`src/rtl/rmii_rx_deframer_pkg.sv`:
```
// RMII receive deframer shared definitions.
// FSM state encoding and preamble/SFD dibit values.
package rmii_rx_deframer_pkg;

  localparam logic [1:0] ST_IDLE = 2'd0;
  localparam logic [1:0] ST_PRE  = 2'd1;
  localparam logic [1:0] ST_DATA = 2'd2;
  localparam logic [1:0] ST_DROP = 2'd3;

  localparam logic [1:0] PRE_DIBIT = 2'b01;
  localparam logic [1:0] SFD_DIBIT = 2'b11;

endpackage

```
`src/rtl/rmii_rx_sample_gen.sv`:
```
// RMII dibit sample strobe: latches speed in IDLE and, at 10 Mb/s,
// aligns a decimation counter to the carrier edge to hit dibit centres.
module rmii_rx_sample_gen #(
  parameter int DECIM_10M = 10
) (
  input  logic clk,
  input  logic rst,
  input  logic speed_100,
  input  logic crs_dv,
  input  logic idle,
  output logic samp
);

  localparam int CW = $clog2(DECIM_10M + 1);
  localparam logic [CW-1:0] HALF = CW'(DECIM_10M / 2);
  localparam logic [CW-1:0] WRAP = CW'(DECIM_10M - 1);

  logic          spd_q;
  logic          crs_q;
  logic [CW-1:0] cnt;

  always_ff @(posedge clk or posedge rst) begin
    if (rst) begin
      spd_q <= 1'b0;
      crs_q <= 1'b0;
      cnt   <= '0;
    end else begin
      crs_q <= crs_dv;
      if (idle)
        spd_q <= speed_100;
      if (idle && crs_dv && !crs_q)
        cnt <= '0;
      else if (cnt == WRAP)
        cnt <= '0;
      else
        cnt <= cnt + 1'b1;
    end
  end

  assign samp = spd_q | (cnt == HALF);

endmodule

```
`src/rtl/rmii_rx_deframer.sv`:
```
// RMII receive deframer: preamble/SFD strip, LSB-first byte assembly.
// Optional saturating frame counters under RMII_RX_DEFRAMER_STATS_EN.
module rmii_rx_deframer
  import rmii_rx_deframer_pkg::*;
#(
  parameter int MAX_LEN   = 1522,
  parameter int DECIM_10M = 10
`ifdef RMII_RX_DEFRAMER_STATS_EN
 ,parameter int STAT_WIDTH = 16
`endif
) (
  input  logic       clk,
  input  logic       rst,
  input  logic [1:0] rmii_rxd,
  input  logic       rmii_crs_dv,
  input  logic       rmii_rx_er,
  input  logic       speed_100,
  output logic [7:0] out_data,
  output logic       out_valid,
  output logic       out_last,
  output logic       out_error,
  output logic       busy
`ifdef RMII_RX_DEFRAMER_STATS_EN
 ,output logic [STAT_WIDTH-1:0] stat_good,
  output logic [STAT_WIDTH-1:0] stat_bad
`endif
);

  localparam int CW = $clog2(MAX_LEN + 1);
  localparam logic [CW-1:0] LAST_CNT = CW'(MAX_LEN - 1);

  logic [1:0]    state;
  logic [1:0]    idx;
  logic [CW-1:0] byte_cnt;
  logic          err;
  logic          seen01;
  logic          low_pend;
  logic          low_bad;
  logic [5:0]    asm_q;
  logic [7:0]    hold;
  logic          hold_full;
  logic          samp;

  rmii_rx_sample_gen #(
    .DECIM_10M (DECIM_10M)
  ) u_samp (
    .clk       (clk),
    .rst       (rst),
    .speed_100 (speed_100),
    .crs_dv    (rmii_crs_dv),
    .idle      (state == ST_IDLE),
    .samp      (samp)
  );

  assign busy = (state != ST_IDLE);

  always_ff @(posedge clk or posedge rst) begin
    if (rst) begin
      state     <= ST_IDLE;
      idx       <= '0;
      byte_cnt  <= '0;
      err       <= 1'b0;
      seen01    <= 1'b0;
      low_pend  <= 1'b0;
      low_bad   <= 1'b0;
      asm_q     <= '0;
      hold      <= '0;
      hold_full <= 1'b0;
      out_data  <= '0;
      out_valid <= 1'b0;
      out_last  <= 1'b0;
      out_error <= 1'b0;
    end else begin
      out_valid <= 1'b0;
      out_last  <= 1'b0;
      out_error <= 1'b0;
      // Truncated frame: flush the held final byte as a bad last byte
      if (state == ST_DROP && hold_full) begin
        out_valid <= 1'b1;
        out_data  <= hold;
        out_last  <= 1'b1;
        out_error <= 1'b1;
        hold_full <= 1'b0;
      end
      if (samp) begin
        unique case (state)
          ST_IDLE: begin
            if (rmii_crs_dv) begin
              state  <= ST_PRE;
              seen01 <= 1'b0;
            end
          end
          ST_PRE: begin
            if (!rmii_crs_dv) begin
              state <= ST_IDLE;
            end else if (rmii_rxd == PRE_DIBIT) begin
              seen01 <= 1'b1;
            end else if (rmii_rxd == SFD_DIBIT && seen01) begin
              state    <= ST_DATA;
              idx      <= '0;
              byte_cnt <= '0;
              err      <= 1'b0;
              low_pend <= 1'b0;
            end else if (rmii_rxd != 2'b00) begin
              state    <= ST_DROP;
              low_pend <= 1'b0;
            end
          end
          ST_DATA: begin
            if (!rmii_crs_dv && low_pend) begin
              if (hold_full) begin
                out_valid <= 1'b1;
                out_data  <= hold;
                out_last  <= 1'b1;
                out_error <= err | rmii_rx_er | low_bad;
              end
              hold_full <= 1'b0;
              state     <= ST_IDLE;
            end else begin
              // A lone low sample is CRS_DV toggling; keep its dibit
              low_pend <= !rmii_crs_dv;
              if (!rmii_crs_dv)
                low_bad <= idx[1];
              if (rmii_rx_er)
                err <= 1'b1;
              asm_q <= {rmii_rxd, asm_q[5:2]};
              idx   <= idx + 1'b1;
              if (idx == 2'd3) begin
                if (hold_full) begin
                  out_valid <= 1'b1;
                  out_data  <= hold;
                end
                hold      <= {rmii_rxd, asm_q};
                hold_full <= 1'b1;
                byte_cnt  <= byte_cnt + 1'b1;
                if (byte_cnt == LAST_CNT) begin
                  state    <= ST_DROP;
                  low_pend <= 1'b0;
                end
              end
            end
          end
          ST_DROP: begin
            if (!rmii_crs_dv && low_pend)
              state <= ST_IDLE;
            else
              low_pend <= !rmii_crs_dv;
          end
          default: state <= ST_IDLE;
        endcase
      end
    end
  end

`ifdef RMII_RX_DEFRAMER_STATS_EN
  always_ff @(posedge clk or posedge rst) begin
    if (rst) begin
      stat_good <= '0;
      stat_bad  <= '0;
    end else if (out_valid && out_last) begin
      if (out_error) begin
        if (stat_bad != '1)
          stat_bad <= stat_bad + 1'b1;
      end else if (stat_good != '1) begin
        stat_good <= stat_good + 1'b1;
      end
    end
  end
`endif

endmodule

```
`config.mk`:
```
export PLATFORM = sky130hd
export DESIGN_NAME = rmii_rx_deframer
export DESIGN_NICKNAME = d
export VERILOG_FILES = /design/src/rtl/rmii_rx_deframer_pkg.sv /design/src/rtl/rmii_rx_sample_gen.sv /design/src/rtl/rmii_rx_deframer.sv
export SDC_FILE = /design/constraint.sdc
export NUM_CORES = 1
export LEC_CHECK = 0
export ABC_AREA = 1
export CAP_MARGIN = 10
export CORE_ASPECT_RATIO = 1.5
export CORE_MARGIN = 2
export CORE_UTILIZATION = 55
export CTS_CLUSTER_SIZE = 20
export DETAILED_ROUTE_END_ITERATION = 8
export PLACE_DENSITY = 0.82
export SLEW_MARGIN = 20
export SYNTH_ARGS = -nofsm -noshare
export SYNTH_HDL_FRONTEND = slang
export SYNTH_SLANG_ARGS = --single-unit
```
`constraint.sdc`:
```
create_clock -name clk -period 1.7 [get_ports clk]
set_input_delay 0.34 -clock clk [delete_from_list [all_inputs] [get_ports clk]]
set_output_delay 0.34 -clock clk [all_outputs]
set_load 0.01 [all_outputs]
```
## After elaboration in Yosys (flattened, before gate mapping)

Index checks and enable logic that the tools add are counted.

| cells by class | value |
|---|---|
| bitwise gates (word level) | 5 |
| multiplexer cells | 66 |
| reduce and logical (&&, ||, !) cells | 22 |
| add/subtract/negate cells | 3 |
| equality and inequality tests | 24 |

Operators with widths:

| kind | count |
|---|---|
| 11-bit 2-to-1 mux | 5 |
| 8-bit 2-to-1 mux | 6 |
| 1-bit 2-to-1 mux | 34 |
| 7-bit AND reduction | 4 |
| 2-bit 2-to-1 mux | 13 |
| 11-bit one-hot mux with 2 select lines | 1 |
| 2-bit != test (second input constant) | 9 |
| 3-bit != test (second input constant) | 4 |
| 11-bit by 1-bit adder with 11-bit output (second input constant) | 1 |
| 11-bit == test (second input constant) | 1 |
| 2-bit == test (second input constant) | 4 |
| 4-bit 2-to-1 mux | 2 |
| 2-bit one-hot mux with 4 select lines | 1 |
| 4-bit AND reduction | 2 |
| 2-bit nonzero test | 4 |
| 6-bit AND reduction | 1 |
| 1-bit logical AND | 5 |
| 5-bit AND reduction | 1 |
| 4-bit by 1-bit adder with 4-bit output (second input constant) | 1 |
| 2-bit by 1-bit == test with 1-bit output (second input constant) | 2 |
| 4-bit by 3-bit == test with 1-bit output (second input constant) | 1 |
| 4-bit == test (second input constant) | 1 |
| 4-bit != test (second input constant) | 1 |
| 1-bit one-hot mux with 2 select lines | 2 |
| 10 further kinds | 14 |

| storage, ports and cells | value |
|---|---|
| input port bits | 7 |
| output and inout port bits | 12 |
| word-level logic and storage cells | 137 |
| register bits | 51 |

## Logic depth before layout (Yosys ltp)

| depth | value |
|---|---|
| depth after elaboration | 8 |
| depth in mapped cells | 10 |
| mapped depth without buffers | 10 |

## Cells and area by module

A second synthesis with hierarchy kept.

| unflattened totals | value |
|---|---|
| cell total of the unflattened synthesis | 332 |
| area total of the unflattened synthesis | 2742.6 µm² |

By module, submodules not included:

| module | seq. area each (µm²) | cells each | times used | area each (µm²) |
|---|---|---|---|---|
| rmii_rx_deframer | 1126.1 | 304 | 1 | 2468.6 |
| rmii_rx_sample_gen | 150.1 | 28 | 1 | 274.0 |

## Least setup slack after synthesis

Ideal clock, no wire load.

| timing path | value |
|---|---|
| kind | reg-to-reg |
| start point | register u_samp.cnt[1] |
| end point | register hold[2] |
| slack | 0.199 ns |
| library setup time | 0.117 ns |
| data required time | 1.583 ns |
| period minus slack after synthesis | 1.501 ns |
| arrival time | 1.384 ns |
| buffers on the path | 1 |
| cell stages (with the launch flop) | 11 |
| cells stage by stage | dfrtp_1 > inv_1 > ha_1 > nand3_1 > nand2_8 > nand2_4 > nor2_4 > nand2_2 > buf_6 > nand2_1 > o21ai_2 |

| between the ends | value |
|---|---|
| longest elaborated chain between the ends | 3 |

RTL lines:

| item | RTL line | RTL |
|---|---|---|
| from (decl) | rmii_rx_sample_gen.sv:20 | `logic [CW-1:0] cnt;` |
| from (signal assigned) | rmii_rx_sample_gen.sv:36 | `cnt <= cnt + 1'b1;` |
| 4-bit by 3-bit == test with 1-bit output | rmii_rx_sample_gen.sv:40 | `assign samp = spd_q \| (cnt == HALF);` |
| 1-bit OR | rmii_rx_sample_gen.sv:40 |  |
| 4-bit AND reduction (no source line) | - |  |
| to (signal assigned) | rmii_rx_deframer.sv:133 | `hold <= {rmii_rxd, asm_q};` |
| to (decl) | rmii_rx_deframer.sv:40 | `logic [7:0] hold;` |

Every way passes these cells.
A chain may end at the register's enable or synchronous reset.

## Worst setup path after layout

| timing path | value |
|---|---|
| start point | register out_data[2] |
| end point | output port out_data[2] |

RTL lines:

| item | RTL line | RTL |
|---|---|---|
| from (decl) | rmii_rx_deframer.sv:18 | `output logic [7:0] out_data,` |
| from (signal assigned) | rmii_rx_deframer.sv:80 | `out_data <= hold;` |
| from (signal assigned) | rmii_rx_deframer.sv:113 | `out_data <= hold;` |
| from (signal assigned) | rmii_rx_deframer.sv:131 | `out_data <= hold;` |

No word-level cell between the ends.

==> summary by stage <==
Global route
The total overflow reported by the global router is 0. The global-route wire length before repair is 9000 microns. Entering global routing, the biggest net connects 52 pins. The total routing usage reported by global routing is 21.1%. The number of antenna violations at the first check in global routing was 0.

The number of global-route vias before repair is 2143.

Finish
The count of antenna diodes in the layout is 0. The number of filler instances in the final layout is 414. The library cell used most frequently in the layout, excluding fill and tap cells, is sky130_fd_sc_hd__nand2_1.

Leaving out fill and tap cells, the most frequent cells in the layout are sky130_fd_sc_hd__nand2_1, sky130_fd_sc_hd__dfrtp_1, sky130_fd_sc_hd__inv_1, sky130_fd_sc_hd__nor2_1, sky130_fd_sc_hd__nand3_1. At the end of the flow, the number of nets in the layout was 373. The post-route netlist has 16.9% of its cells at a drive strength greater than 1. Relative to the synthesized area, the layout overhead comes to 17.9%.

At the end of the flow the core is filled with cells to 66.8%.

Logic synthesis
Among all flip-flop cells after synthesis, the most frequent one is sky130_fd_sc_hd__dfrtp_1. The number of different library cells in the post-synthesis netlist is 31. The flop and latch count out of synthesis is 51. The sequential area share after synthesis is 46.9%. The synthesis warning total is 0. The synthesized netlist occupies a cell area of 2720 sq um. A synthesized cell averages 8.36 sq um.

The net count after synthesis is 338. The share of flip-flops with an asynchronous set or reset after synthesis is 100%. The number of enable flip-flop cells after synthesis is 0. The synthesized instance count is 326.

Hold path
The path class of the tightest hold or removal check is in2async.

CTS
The H-tree generated during clock tree synthesis spans 2 levels. In this run the deepest clock path goes through 2 buffers. The total clock buffers created by CTS is 5.

The cell sitting at the root of the clock tree is a sky130_fd_sc_hd__clkbuf_8. The clock input transition at the sequential cells of the worst setup and hold paths is 0.09 ns. TritonCTS built the clock tree. At the later pin of the worst-skew pair, clock insertion delay measures 0.31 ns. The CTS sink count is 51.

Route
The post-route antenna net violation count is 0. The number of detailed-routing iterations run before antenna repair is 4. For this run, design rule violations remaining after detail routing come to 0.

The post-detailed-route wirelength per cell is 12.1 microns. After detailed routing, the number of vias per cell comes to 5.07. The total via count in the routed design is 2171. The final wirelength is 5170 microns. For this block, the initial DRC count from the detailed router was 134.

Flow run
The number of max-cap violations is 0.

Timing
After layout, the minimum clock period comes to 1.58 ns. The final critical path takes up 93.1% of the cycle. The maximum clock skew at final layout is 0.00583 ns.

The final-report setup violation count is 0. The max-slew headroom at the worst pin is 77.6%. The final count of hold timing violations is 0. Setup repair after global routing left no endpoint under its margin.

The slew of the pin with the lowest slew margin is 0.335 ns. Static timing analysis puts the maximum clock frequency at 632 MHz. The max-slew violation count is 0.

Floorplanning
The area of the core is 4810 sq um. The number of ports placed on the die boundary is 19. After floorplanning, the core was divided into 31 placement rows. The die boundary height is 90.2 microns.

In this run the horizontal extent of the chip is 61.5 microns. The effective utilization at floorplan is 56.6%. The die covers 5540 sq um.

Setup path
The kind of start point of the critical path is a flop. STA puts the critical path data required time at 1.36 ns. The cell type group with the largest total delay on the critical path is buffers and inverters. At the worst endpoint, the arrival time is 1.24 ns.

The maximum fanout along the worst path is 3. The worst setup path is captured at an output port. The worst setup path is of the reg2out kind.

The critical path's largest stage delay is 0.54 ns. The count of buffer and inverter cells on the critical path is 1. For this design, the slowest cell found on the critical path is sky130_fd_sc_hd__clkdlybuf4s50_1. The signal on the critical path passes through clkdlybuf4s50_1.

Power and ir drop
The analysis attributes to cell leakage a power of 0.00153 uW. The areal power density over the cells is 1390 nW/um^2. The completed layout was analyzed and its total power is 4480 uW.

IR analysis of the VDD net gives a maximum drop of 572 uV.

Placement
The HPWL after detailed placement is 3840 microns. The number of port buffers is 18. The weighted congestion reported at the end of routability-driven placement is 0.851.

Outcome
The run finished with clean final reports.
[metrics by stage]
step / instances / setup TNS (ns) / worst slack, ns / cell area, sq um / hold WS, ns
floorplan: 326 / 0 / 0.130 / 2720 / 0.371
global placement: 419 / -0.761 / -0.0912 / 3080 / 0.464
detailed placement: 419 / -1.85 / -0.177 / 3080 / 0.475
CTS: 428 / 0 / 0.0551 / 3200 / 0.405
global route: 428 / 0 / 0.0258 / 3210 / 0.415
finish: 428 / 0 / 0.118 / 3210 / 0.390
[cells by family (layout without fill, tap and decap cells)]
kind of cell | after synthesis | count (layout) | synth area share [%]
xor+xnor | 7 | 7 | 2.25
compound gates | 46 | 46 | 10.7
flops | 51 | 51 | 46.9
fa+ha+maj | 5 | 5 | 2.30
simple gates | 168 | 168 | 28.5
buf+inv | 42 | 78 | 6.89
mux | 7 | 7 | 2.57
[flip-flops by register name (all words and copies together), names as in the netlist, 2 cells and up]
register,count
out_data,8
state,2
byte_cnt,11
asm_q,6
hold,8
idx,2
u_samp.cnt,4
[metal layers]
layer  share of wire [%]  wire length, microns  GRT usage (%)
met2                  53                  2730           35.8
met3                 2.5                   129           4.03
met5                   0                     0              0
met4                 3.0                   156           9.40
met1                  42                  2150           24.6
[Yosys cell counts, types with 3 or more instances]
| master | n | share of area (%) |
|---|---|---|
| sky130_fd_sc_hd__a21oi_1 | 5 | 0.92 |
| sky130_fd_sc_hd__buf_2 | 4 | 0.73 |
| sky130_fd_sc_hd__buf_6 | 3 | 1.2 |
| sky130_fd_sc_hd__dfrtp_1 | 51 | 47 |
| sky130_fd_sc_hd__ha_1 | 5 | 2.3 |
| sky130_fd_sc_hd__inv_1 | 30 | 4.1 |
| sky130_fd_sc_hd__inv_2 | 4 | 0.55 |
| sky130_fd_sc_hd__mux2i_1 | 7 | 2.6 |
| sky130_fd_sc_hd__nand2_1 | 92 | 13 |
| sky130_fd_sc_hd__nand2_2 | 5 | 1.1 |
| sky130_fd_sc_hd__nand2_4 | 5 | 2.1 |
| sky130_fd_sc_hd__nand3_1 | 24 | 4.4 |
| sky130_fd_sc_hd__nor2_1 | 26 | 3.6 |
| sky130_fd_sc_hd__o211ai_1 | 7 | 1.9 |
| sky130_fd_sc_hd__o21ai_0 | 11 | 2.0 |
| sky130_fd_sc_hd__o21ai_1 | 11 | 2.0 |
| sky130_fd_sc_hd__o21ai_2 | 10 | 3.2 |
| sky130_fd_sc_hd__or2_0 | 7 | 1.6 |
| sky130_fd_sc_hd__xnor2_1 | 3 | 0.96 |
| sky130_fd_sc_hd__xor2_1 | 4 | 1.3 |
[layout make-up]
| type | count | area (sq um) | share of cell area (%) |
|---|---|---|---|
| repair buffers | 35 | 332 | 10.3 |
| multi-input cells | 233 | 1270 | 39.7 |
| clock inverters | 3 | 43.8 | 1.36 |
| inverters | 35 | 134 | 4.17 |
| clock buffers | 5 | 68.8 | 2.14 |
| well taps | 66 | 82.6 | 2.57 |
| flip-flops and latches | 51 | 1280 | 39.8 |
[repair_timing]
action | 4_1_cts | 5_1_grt
resized for setup | 2 | 5
buffers inserted | 1 | 0
hold buffers | 0 | 0
setup endpoints to repair | 1 | 12
[path summary, 6_finish.rpt]
kind                            depth (start not counted)           end  slack, ns         from
worst min register to register                          2   out_data[5]       0.49  out_data[5]
worst min-delay path                                    3  u_samp.spd_q       0.39          rst
worst max register to register                          9       hold[2]       0.16     state[0]
worst max-delay path                                    1   out_data[2]       0.12  out_data[2]
min in group clk                                        2   out_data[5]       0.49  out_data[5]
max in group asynchronous                               3      state[0]       1.07          rst
[power breakdown]
| part | internal [uW] | total [uW] | switching (uW) |
|---|---|---|---|
| clock | 439 | 852 | 414 |
| sequential | 1590 | 1850 | 257 |
| combinational | 788 | 1780 | 992 |
No activity file was read; power rests on OpenSTA's default activity.
